--- config.mk ---
export PLATFORM = sky130hd
export DESIGN_NAME = sr_flag_bank
export DESIGN_NICKNAME = d
export VERILOG_FILES = /design/src/rtl/sr_flag_bank_pkg.sv /design/src/rtl/sr_flag_cell.sv /design/src/rtl/sr_flag_bank.sv
export SDC_FILE = /design/constraint.sdc
export NUM_CORES = 1
export LEC_CHECK = 0
export ABC_AREA = 1
export BUFFER_PORTS_ARGS = -buffer_cell sky130_fd_sc_hd__buf_2
export CORE_MARGIN = 5
export CORE_UTILIZATION = 45
export CTS_BUF_LIST = sky130_fd_sc_hd__clkbuf_4 sky130_fd_sc_hd__clkbuf_8
export DETAILED_ROUTE_END_ITERATION = 10
export PLACE_DENSITY = 0.78
export SYNTH_ARGS = -nofsm -noshare
export SYNTH_HDL_FRONTEND = slang
export SYNTH_SLANG_ARGS = --single-unit
--- constraint.sdc ---
create_clock -name clk -period 1 [get_ports clk]
set_clock_uncertainty 0.1 [all_clocks]
set_input_delay 0.15 -clock clk [delete_from_list [all_inputs] [get_ports clk]]
set_output_delay 0.15 -clock clk [all_outputs]
set_load 0.02 [all_outputs]
--- src/rtl/sr_flag_bank_pkg.sv ---
// Shared constants for the UART status flag bank: priority modes and the
// channel map used to build EDGE_MASK and decode status bits.
package sr_flag_bank_pkg;

   localparam logic SR_SET_DOM = 1'b1;
   localparam logic SR_CLR_DOM = 1'b0;

   localparam int RX_READY   = 0;
   localparam int TX_EMPTY   = 1;
   localparam int FRAME_ERR  = 2;
   localparam int PARITY_ERR = 3;
   localparam int RX_OVERRUN = 4;

   // One-hot helper so an EDGE_MASK can be written as chan_bit(A) | chan_bit(B).
   function automatic logic [31:0] chan_bit(input int idx);
      logic [31:0] one_hot;
      one_hot = '0;
      one_hot[idx] = 1'b1;
      return one_hot;
   endfunction

endpackage

--- src/rtl/sr_flag_cell.sv ---
// One status channel: level/edge set detection, SR flag with selectable
// priority, and a sticky overrun bit.
module sr_flag_cell
   import sr_flag_bank_pkg::*;
#(
   parameter bit EDGE_MODE    = 1'b0,
   parameter bit SET_PRIORITY = SR_SET_DOM
) (
   input  logic clk,
   input  logic rst_s,
   input  logic set,
   input  logic clr,
   output logic flag,
   output logic ovr
);

   logic set_q;
   logic evt;

   always_comb begin
      evt = EDGE_MODE ? (set & ~set_q) : set;
   end

   // Overrun looks at the flag before this edge; a clear always wins for ovr.
   always_ff @(posedge clk or posedge rst_s) begin
      if (rst_s) begin
         set_q <= 1'b0;
         flag  <= 1'b0;
         ovr   <= 1'b0;
      end else begin
         set_q <= set;
         if (evt && clr)
            flag <= SET_PRIORITY;
         else if (evt)
            flag <= 1'b1;
         else if (clr)
            flag <= 1'b0;
         if (clr)
            ovr <= 1'b0;
         else if (evt && flag)
            ovr <= 1'b1;
      end
   end

endmodule

--- src/rtl/sr_flag_bank.sv ---
// Bank of N set/reset status flags with W1C clear, interrupt mask and a
// registered interrupt output for the UART status path.
module sr_flag_bank
   import sr_flag_bank_pkg::*;
#(
   parameter int           N            = 8,
   parameter bit           SET_PRIORITY = SR_SET_DOM,
   parameter logic [N-1:0] EDGE_MASK    = {N{1'b0}}
) (
   input  logic         clk,
   input  logic         rst_s,
   input  logic [N-1:0] set,
   input  logic         clr_we,
   input  logic [N-1:0] clr_data,
   input  logic         mask_we,
   input  logic [N-1:0] mask_data,
   output logic [N-1:0] flags,
   output logic [N-1:0] ovr,
   output logic [N-1:0] mask,
   output logic         irq
);

   logic [N-1:0] clr;

   always_comb begin
      clr = {N{clr_we}} & clr_data;
   end

   for (genvar i = 0; i < N; i++) begin : g_cell
      sr_flag_cell #(
         .EDGE_MODE    (EDGE_MASK[i]),
         .SET_PRIORITY (SET_PRIORITY)
      ) u_cell (
         .clk   (clk),
         .rst_s (rst_s),
         .set   (set[i]),
         .clr   (clr[i]),
         .flag  (flags[i]),
         .ovr   (ovr[i])
      );
   end

   // irq is taken from the registered flags and mask, giving one extra cycle of latency.
   always_ff @(posedge clk or posedge rst_s) begin
      if (rst_s) begin
         mask <= '0;
         irq  <= 1'b0;
      end else begin
         if (mask_we)
            mask <= mask_data;
         irq <= |(flags & mask);
      end
   end

endmodule
==> flow_summary.toml <==
[detailed_routing]
first_pass_iters = 4
wl_per_cell_um = 13.5
detail-route-antenna-nets = 0
drt_iter0_markers = 67
vias_per_cell = 4.77
wl_mm = 3.08
drc = 0
vias = 1088

[sta]
timing.final.ws_setup_ns = -0.124
period_needed_ns = 1.12
worst_pin_slew_ns = 0.309
period_share_pct = 112
max_freq_mhz = 889
setup_viol = 26
hold_violations = 0
slew_viol_final = 0
fin_hold_ws_ns = 0.0144
maxSlewHeadroom_pct = 79.4
rsz0062_at_grt = "true"

[placement]
hpwlAfterDp_mm = 1.81
place_congestion = 0.724
placed_cells = 188
numPortBuffers = 52

[critical_path]
critPathCaptureType = "output port"
critPathBufInv = 1
cp.required_ns = 0.75
cp_top_family = "flip-flops"
cp.arrival_ns = 0.87
worst-setup-path-type = "reg -> out"
startpoint_type = "flop"
cp_max_fo = 2
crit_chain = "buf_6"
critPathMaxStageDelay_ns = 0.43
crit_slowest_cell = "dfrtp_1"

[cells_and_area]
antenna_cells = 0
syn_to_final_growth_pct = 59.1
utilization_pct = 73.5
final_nets = 227
layoutNonFillerInstCount = 228
fill_cells = 163
drive_above_1_share_pct = 40.9

[global_routing]
grt_pass1_wl_mm = 4.71
grt_overflow_total = 0
use_met1_pct = 19.8
met3_usage_pct = 2.16
antenna_found_initial = 0
grt.total_usage_pct = 17.8
grt.met2_usage_pct = 34.0
grt_max_degree = 26
busiest_layer = "met2"
grt_pass1_vias = 1122

[pwr]
p_leak_uw = 0.000946
power_density_nw_per_um2 = 1340
vdd_drop_max_mv = 0.854

[hold_path]
worstHoldPathType = "in -> reg"

[clock_tree]
clock_latency_ns = 0.31
cts_tree = "built"
path_clk_slew_ns = 0.13
cts.sinks = 25
root_buffer = "clkbuf_4"
cts_buffer_depth = 2
ctsHtreeMaxLevel = 1
cts_buffers = 3

[status]
status = "complete, but fails checks"
violations = "setup timing"

[die]
dieArea_um2 = 3600
fp.dieW_um = 60.0
die_h_um = 60.0
start_util_pct = 46.2
ios = 53
rows = 18
core_um2 = 2430

[yosys]
ys_seq_area_share_pct = 55.7
synth_cells = 123
synth_seq_cells = 25
syn_nets = 151
syn_avg_cell_area_um2 = 9.13
ys.warnings.count = 0
synth_area_um2 = 1120
synth_cell_types = 10

[job]
maxCapViolCount = 0
-- logic make-up (layout without fill, tap and decap cells) --
group	after synthesis	after routing	share of synthesized area, %
buffers and inverters	27	102	15.7
AOI/OAI and AO/OA	16	16	9.35
DFF	25	25	55.7
and+or+nand+nor	55	55	19.3
-- through the flow --
| stage | instance area, µm² | power (µW) | TNS (ns) | worst slack (ns) |
|---|---|---|---|---|
| 2_1_floorplan | 1120 | 1550 | 0 | 0.0772 |
| 3_5_place_dp | 1290 | 1660 | 0 | 0.0782 |
| 3_3_place_gp | 1290 | 1640 | 0 | 0.0793 |
| 5_1_grt | 1790 | 2520 | -3.83 | -0.174 |
| 4_1_cts | 1770 | 2390 | -3.05 | -0.131 |
| 6_report | 1790 | 2400 | -2.77 | -0.124 |
-- registers in the layout (all words and copies together), names as in the netlist --
name / cells
g_cell.u_cell.flag: 8
g_cell.u_cell.ovr: 8
irq: 1
mask: 8
-- cell type report --
cell class                      instances  area (µm²)  share of cell area, %
Sequential cell                        25         626                   35.0
Inverter                                9        33.8                   1.89
Multi-Input combinational cell         71         324                   18.1
Tap cell                               30        37.5                   2.10
Timing Repair Buffer                   89         737                   41.2
Clock buffer                            4        30.0                   1.68
-- report_power, final --
part,switching (µW),total [µW],leakage (µW),internal [µW]
clock network,282,465,0.0000184,183
registers,73.2,1180,0.000275,1110
logic,347,753,0.000653,406
total,702,2400,0.000946,1690
-- synth_stat cells (all sizes together) --
cell type	count	area (µm²)
a21o	8	65.1
buf	18	143
nor2	2	7.51
nand3	8	40.0
nand2	45	169
inv	9	33.8
o21ai	8	40.0
dfrtp	25	626
-- cell usage in the layout, fill, tap and decap left out --
master and n:
nand3_1 8, inv_1 9, buf_6 25, clkbuf_4 4, nand2_1 44, a21o_1 4, buf_2 27, a21o_2 4
dfrtp_1 25, o21ai_0 8, dlygate4sd3_1 17, buf_4 20, nor2_1 2, nand2_2 1
-- final timing paths --
| path | from | slack [ns] | end | cells past startpoint |
|---|---|---|---|---|
| max in group asynchronous | rst_s | 0.24 | g_cell[4].u_cell.ovr | 4 |
| min reg2reg | g_cell[3].u_cell.ovr | 0.42 | g_cell[3].u_cell.ovr | 2 |
| min in group asynchronous | rst_s | 0.33 | g_cell[3].u_cell.ovr | 4 |
| max reg2reg | g_cell[4].u_cell.flag | -0.03 | irq | 5 |
| min | clr_data[0] | 0.01 | g_cell[0].u_cell.ovr | 4 |
| max | g_cell[1].u_cell.flag | -0.12 | flags[1] | 1 |
-- what timing repair did --
| action | in CTS | in global routing |
|---|---|---|
| resized for setup | 50 | 1 |
| endpoints found under the setup margin | 25 | 26 |
| hold buffers | 17 | 0 |
| setup buffers | 17 | 2 |
| pin swaps | 1 | 1 |
| endpoints found under the hold margin | 49 | 0 |
-- per-layer routing --
metal  vias to the layer above  part of all wire (%)  wire (µm)
met1                       529                    38       1160
met4                         0                  0.45         14
li1                        522                     -          -
met2                        35                    56       1720
met5                         -                     0          0
met3                         2                   5.7        175
No activity file was read; power rests on OpenSTA's default activity.
